**src/rtl/thermal_line_serializer.sv**
```systemverilog
`default_nettype none
// ============================================================================
// Module   : thermal_line_serializer
// Purpose  : two-bank print-line buffer with a serial shifter that drives
//            the print-head shift clock (CLKimpr) and dot data (DO).
// Revision : 1.0  initial release
// ============================================================================
module thermal_line_serializer #(
  parameter int LINE_BYTES = 48,
  parameter int CLK_DIV    = 4,
  parameter int GAP_CYCLES = 16
) (
  input  logic       CLK,
  input  logic       RST_N,
  input  logic [7:0] din,
  input  logic       din_valid,
  output logic       din_ready,
  output logic       CLKimpr,
  output logic       DO,
  output logic       busy,
  output logic       line_done
);

  localparam int PTR_W   = (LINE_BYTES > 1) ? $clog2(LINE_BYTES) : 1;
  localparam int CNT_MAX = (CLK_DIV > GAP_CYCLES) ? CLK_DIV : GAP_CYCLES;
  localparam int CNT_W   = (CNT_MAX > 1) ? $clog2(CNT_MAX) : 1;

  localparam logic [PTR_W-1:0] c_last_byte = PTR_W'(LINE_BYTES - 1);
  localparam logic [PTR_W-1:0] c_ptr_one   = PTR_W'(1);
  localparam logic [CNT_W-1:0] c_div_load  = CNT_W'(CLK_DIV - 1);
  localparam logic [CNT_W-1:0] c_gap_load  = CNT_W'(GAP_CYCLES - 1);
  localparam logic [CNT_W-1:0] c_cnt_one   = CNT_W'(1);

  typedef enum logic [2:0] {
    ST_IDLE = 3'd0,
    ST_LOAD = 3'd1,
    ST_LOW  = 3'd2,
    ST_HIGH = 3'd3,
    ST_GAP  = 3'd4
  } state_t;

  logic [7:0] mem [0:1][0:LINE_BYTES-1];

  state_t           state_q, state_d;
  logic [1:0]       full_q, full_d;
  logic             wr_bank_q, wr_bank_d;
  logic             rd_bank_q, rd_bank_d;
  logic [PTR_W-1:0] wr_ptr_q, wr_ptr_d;
  logic [PTR_W-1:0] byte_idx_q, byte_idx_d;
  logic [2:0]       bit_idx_q, bit_idx_d;
  logic [CNT_W-1:0] cnt_q, cnt_d;
  logic [7:0]       sr_q, sr_d;
  logic             clk_q, clk_d;
  logic             do_q, do_d;
  logic             line_done_q, line_done_d;

  logic       accept;
  logic [7:0] rd_byte;

  assign din_ready = ~full_q[wr_bank_q];
  assign accept    = din_valid & din_ready;
  assign rd_byte   = mem[rd_bank_q][byte_idx_q];

  assign CLKimpr   = clk_q;
  assign DO        = do_q;
  assign busy      = (state_q != ST_IDLE);
  assign line_done = line_done_q;

  // Line storage carries no reset; validity lives entirely in full_q.
  always_ff @(posedge CLK) begin
    if (accept) begin
      mem[wr_bank_q][wr_ptr_q] <= din;
    end
  end

  always_comb begin
    state_d     = state_q;
    full_d      = full_q;
    wr_bank_d   = wr_bank_q;
    rd_bank_d   = rd_bank_q;
    wr_ptr_d    = wr_ptr_q;
    byte_idx_d  = byte_idx_q;
    bit_idx_d   = bit_idx_q;
    cnt_d       = cnt_q;
    sr_d        = sr_q;
    clk_d       = clk_q;
    do_d        = do_q;
    line_done_d = 1'b0;

    if (accept) begin
      if (wr_ptr_q == c_last_byte) begin
        full_d[wr_bank_q] = 1'b1;
        wr_ptr_d          = '0;
        wr_bank_d         = ~wr_bank_q;
      end else begin
        wr_ptr_d = wr_ptr_q + c_ptr_one;
      end
    end

    case (state_q)
      ST_IDLE: begin
        if (full_q[rd_bank_q]) begin
          state_d    = ST_LOAD;
          byte_idx_d = '0;
        end
      end
      ST_LOAD: begin
        sr_d      = rd_byte;
        bit_idx_d = 3'd7;
        do_d      = rd_byte[7];
        cnt_d     = c_div_load;
        state_d   = ST_LOW;
      end
      ST_LOW: begin
        if (cnt_q == '0) begin
          clk_d   = 1'b1;
          cnt_d   = c_div_load;
          state_d = ST_HIGH;
        end else begin
          cnt_d = cnt_q - c_cnt_one;
        end
      end
      ST_HIGH: begin
        if (cnt_q == '0) begin
          clk_d = 1'b0;
          if (bit_idx_q != 3'd0) begin
            bit_idx_d = bit_idx_q - 3'd1;
            do_d      = sr_q[bit_idx_d];
            cnt_d     = c_div_load;
            state_d   = ST_LOW;
          end else if (byte_idx_q != c_last_byte) begin
            byte_idx_d = byte_idx_q + c_ptr_one;
            state_d    = ST_LOAD;
          end else begin
            // line_done must cover the final GAP cycle, even a single-cycle gap
            do_d        = 1'b0;
            cnt_d       = c_gap_load;
            line_done_d = (c_gap_load == '0);
            state_d     = ST_GAP;
          end
        end else begin
          cnt_d = cnt_q - c_cnt_one;
        end
      end
      ST_GAP: begin
        if (cnt_q == '0) begin
          full_d[rd_bank_q] = 1'b0;
          rd_bank_d         = ~rd_bank_q;
          state_d           = ST_IDLE;
        end else begin
          cnt_d       = cnt_q - c_cnt_one;
          line_done_d = (cnt_d == '0);
        end
      end
      default: state_d = ST_IDLE;
    endcase
  end

  always_ff @(posedge CLK or negedge RST_N) begin
    if (!RST_N) begin
      state_q     <= ST_IDLE;
      full_q      <= 2'b00;
      wr_bank_q   <= 1'b0;
      rd_bank_q   <= 1'b0;
      wr_ptr_q    <= '0;
      byte_idx_q  <= '0;
      bit_idx_q   <= 3'd0;
      cnt_q       <= '0;
      sr_q        <= 8'h00;
      clk_q       <= 1'b0;
      do_q        <= 1'b0;
      line_done_q <= 1'b0;
    end else begin
      state_q     <= state_d;
      full_q      <= full_d;
      wr_bank_q   <= wr_bank_d;
      rd_bank_q   <= rd_bank_d;
      wr_ptr_q    <= wr_ptr_d;
      byte_idx_q  <= byte_idx_d;
      bit_idx_q   <= bit_idx_d;
      cnt_q       <= cnt_d;
      sr_q        <= sr_d;
      clk_q       <= clk_d;
      do_q        <= do_d;
      line_done_q <= line_done_d;
    end
  end

endmodule
`default_nettype wire

```
**config.mk**
```make
export PLATFORM = sky130hd
export DESIGN_NAME = thermal_line_serializer
export DESIGN_NICKNAME = d
export VERILOG_FILES = /design/src/rtl/thermal_line_serializer.sv
export SDC_FILE = /design/constraint.sdc
export NUM_CORES = 1
export LEC_CHECK = 0
export CAP_MARGIN = 20
export CORE_MARGIN = 2
export CORE_UTILIZATION = 63
export DETAILED_ROUTE_END_ITERATION = 10
export PLACE_DENSITY = 0.79
export SLEW_MARGIN = 25
export SYNTH_ARGS = -nofsm -noshare
export SYNTH_HDL_FRONTEND = slang
export SYNTH_SLANG_ARGS = --single-unit
```
**constraint.sdc**
```tcl
create_clock -name CLK -period 3.2 [get_ports CLK]
set_input_delay 0.32 -clock CLK [delete_from_list [all_inputs] [get_ports CLK]]
set_output_delay 0.32 -clock CLK [all_outputs]
set_load 0.03 [all_outputs]
```
==> impl_results.md <==
* Comb power frac at 11.3%
* Vias per cell at 6.67
* DP HPWL at 46,600 um
* FMAX at 0.353 GHz
* CTS Root Cell: clkbuf_16
* Setup violators final at 0
* Max Cap Violations at 0
* Max-slew violations at 0
* Psw at 5.65 mW
* Fin area at 36,400 um^2
* Pre-antenna DRT Iters at 6
* PortBufs at 15
* Worst setup path class: reg2reg
* Crit path time final at 2.83 ns
* Share of synthesized registers carrying an async set or reset at 4.60%
* Die width at 230 um
* DRT antenna net count at 0
* Placer congestion estimate at 0.917
* Total gr overflow at 0
* Layout cell share with drive strength beyond 1 at 24.6%
* Critical Path RT at 3.71 ns
* CP Launch Type: flop
* Clk slew on worst S/H paths at 0.06 ns
* Pre-CTS setup slack at 0.395 ns
* Top FF cell, synth: edfxtp_1
* Synth unique cells at 62
* Final setup margin at 0.367 ns
* WL/cell at 28.9 um
* Initial core utilization at 63.9%
* Max Root-Sink Buffers at 3
* Internal power at 18.3 mW
* Seq/Total Area, Yosys at 74.7%
* Non-Filler Instances at 2,604
* Mapped Nets at 1,723
* Worst hold path class: in2reg
* Unrepaired setup endpoints after global routing: no
* Synth top area share at 71.8%
* First-pass GRT wire length at 114,000 um
* Detailed Route WL at 75,400 um
* Post-placement cell area at 33,800 um^2
* Sink Count at 805
* H-Tree Depth at 3
* Register bit total from synthesis at 805
* Initial DRC Count at 2,486
* Setup TNS at 0 ns
* Crit path DAT at 3.34 ns
* Ys Warns at 0
* Layout Skew at 0.0351 ns
* Via count at 17,400
* Reg power frac at 50.8%
* Post-synth EDFFs at 768
* Status: completed
* Max VDD drop at 0.000682 V
* Io pins at 16
* Sw Share at 23.6%
* Mapped Cells at 1,706
* Area growth, synth to finish at 13.4%
* Slew headroom at 37.0%
* Rows at 82
* CTS buffer count at 77
* Core area at 50,300 um^2
* Die Span Y at 230 um
* Final Hold Fails at 0
* Power per cell area at 657 nW/um^2
* Tcrit/Tclk final at 88.5%
* Top fanout value on the critical path at 29
* Syn avg cell area at 18.8 um^2
* Antenna Diode Count at 0
* Clock share of power at 37.9%
* Post-route DRC at 0
* CP Capture Type: flop
* Total power at 23.9 mW
* GRT Overall Usage at 29.6%
* Slew @ Worst Pin at 0.946 ns
* Net count, final at 1,887
* Largest net degree at the start of global routing at 97
* # resized after CTS at 0
* Post-Syn Area at 32,100 um^2
* DIE AREA at 52,800 um^2
* CTS tree: built
* Vias in the first global route at 17,500
* Synth top area cells: edfxtp_1, mux4_2, dfrtp_1, mux2i_1, mux2_2
* Placed instance count at 2,461
* Leak Pwr at 11.7 nW
* Largest area contributor in the netlist: edfxtp_1
* Initial antenna violation count at 1
* Clk_lat worst skew at 0.63 ns
[layout by cell type, fill, tap and decap left out, types with 5 or more instances in the layout]
master           Yosys  final
a31oi_1              7      7
a221oi_1            21     21
a21boi_0             6      6
o22ai_1             18     18
clkinv_1             1     11
nor2_1             133    133
mux4_1               7      7
mux2_2              52     52
o211ai_1             9      9
mux2i_1             79     79
inv_1                5      5
and3_1               6      6
nand3_1             41     41
dfrtp_1             37     33
mux4_2             134    134
o21ai_0             22     22
ha_1                 6      6
nand2_1             99     99
clkdlybuf4s50_1      0      6
edfxtp_1           768    768
buf_6               11      6
nor2b_1             18     18
a21oi_1             10     10
xor2_1               5      5
bufinv_16            0      8
a22oi_1             23     23
nor3_1               5      5
clkbuf_16            0     80
nand4_1              7      7
or3_1                6      6
clkbuf_1            32     24
a22o_1              14     14
clkinv_2             0     11
xnor2_1              6      6
nand2b_1             9      9
buf_12               0      9
a211oi_1             9      9
buf_4               21    157
[logic make-up (layout without fill, tap and decap cells)]
logic type | count (synthesis) | count (layout) | share of synthesized area [%]
DFF | 805 | 805 | 74.7
and+or+nand+nor | 342 | 342 | 4.76
muxes | 272 | 272 | 14.3
AOI/OAI and AO/OA | 168 | 168 | 3.82
buffers and inverters | 102 | 328 | 1.89
xor gates and xnor gates | 11 | 11 | 0.300
adders and majority gates | 6 | 6 | 0.234
[power by group through the flow]
| stage | clock (mW) | sequential [mW] | combinational, mW |
|---|---|---|---|
| 6_report | 9.06 | 12.2 | 2.70 |
| 5_1_grt | 9.55 | 12.2 | 2.86 |
| 4_1_cts | 9.13 | 12.1 | 2.65 |
| 3_5_place_dp | 0 | 12.4 | 2.62 |
| 3_3_place_gp | 0 | 12.3 | 2.55 |
| 2_1_floorplan | 0 | 12.2 | 1.72 |
[what timing repair did]
action | 4_1_cts | 5_1_grt
setup buffers | 0 | 0
hold buffers | 1 | 0
endpoints found under the hold margin | 37 | 0
[critical path: stages (launching register included)]
cell	delay, ns
dfrtp_4	0.72
buf_12	0.28
buf_4	0.24
mux4_2	0.55
a22oi_1	0.23
nand3_1	0.12
nand3_1	0.20
o41ai_1	0.11
o31a_1	0.26
[flip-flops by register name (all words and copies together), names as in the netlist]
signal	flops
rd_bank_q	1
wr_ptr_q	6
bit_idx_q	3
state_q	3
mem	768
sr_q	8
CLKimpr	1
wr_bank_q	1
byte_idx_q	6
DO	1
cnt_q	4
line_done	1
full_q	2
[Yosys cell counts, types with 5 or more instances]
cell	n
dfrtp_1	37
a22oi_1	23
a21oi_1	10
xnor2_1	6
o21ai_0	22
buf_6	11
o211ai_1	9
nand3_1	41
a21boi_0	6
a211oi_1	9
and3_1	6
a22o_1	14
nor3_1	5
a31oi_1	7
mux4_1	7
nor2b_1	18
clkbuf_1	32
or3_1	6
mux2i_1	79
xor2_1	5
nand4_1	7
mux4_2	134
nand2b_1	9
buf_1	5
buf_4	21
buf_2	20
o22ai_1	18
nand2_1	99
ha_1	6
a221oi_1	21
edfxtp_1	768
inv_1	5
mux2_2	52
nor2_1	133
[routing by layer]
| metal | part of all wire (%) | wire length [um] | global-route usage, % |
|---|---|---|---|
| met1 | 37 | 28000 | 41.6 |
| met2 | 48 | 35800 | 45.4 |
| met3 | 11 | 8580 | 8.18 |
| met4 | 3.9 | 2960 | 10.7 |
| met5 | 0 | 0 | 0 |
[metrics by stage]
step / hold WS, ns / utilization, %
after floorplan: 0.0244 / -
after global placement: 0.462 / 67.3
after CTS: 0.364 / 72.3
after global routing: 0.215 / 72.4
final: 0.202 / 72.4
after detailed placement: 0.469 / 67.3
[final timing paths]
| check | from | to | slack (ns) | cells after the start |
|---|---|---|---|---|
| worst min register to register | CLKimpr | CLKimpr | 0.53 | 2 |
| worst max register to register | rd_bank_q | sr_q[2] | 0.37 | 8 |
| min in group asynchronous | RST_N | line_done | 0.38 | 2 |
| max in group asynchronous | RST_N | rd_bank_q | 2.11 | 2 |
| worst min-delay path | din[7] | mem[0][159] | 0.20 | 1 |
| worst max-delay path | rd_bank_q | sr_q[2] | 0.37 | 8 |
[cell type report]
cell class | instances | area, um^2
Clock inverter | 35 | 390
Fill cell | 2895 | 13900
Multi-Input combinational cell | 799 | 7510
Clock buffer | 106 | 2120
Tap cell | 672 | 841
Inverter | 6 | 22.5
Timing Repair Buffer | 181 | 1510
Sequential cell | 805 | 24000
No activity file was read; power rests on OpenSTA's default activity.
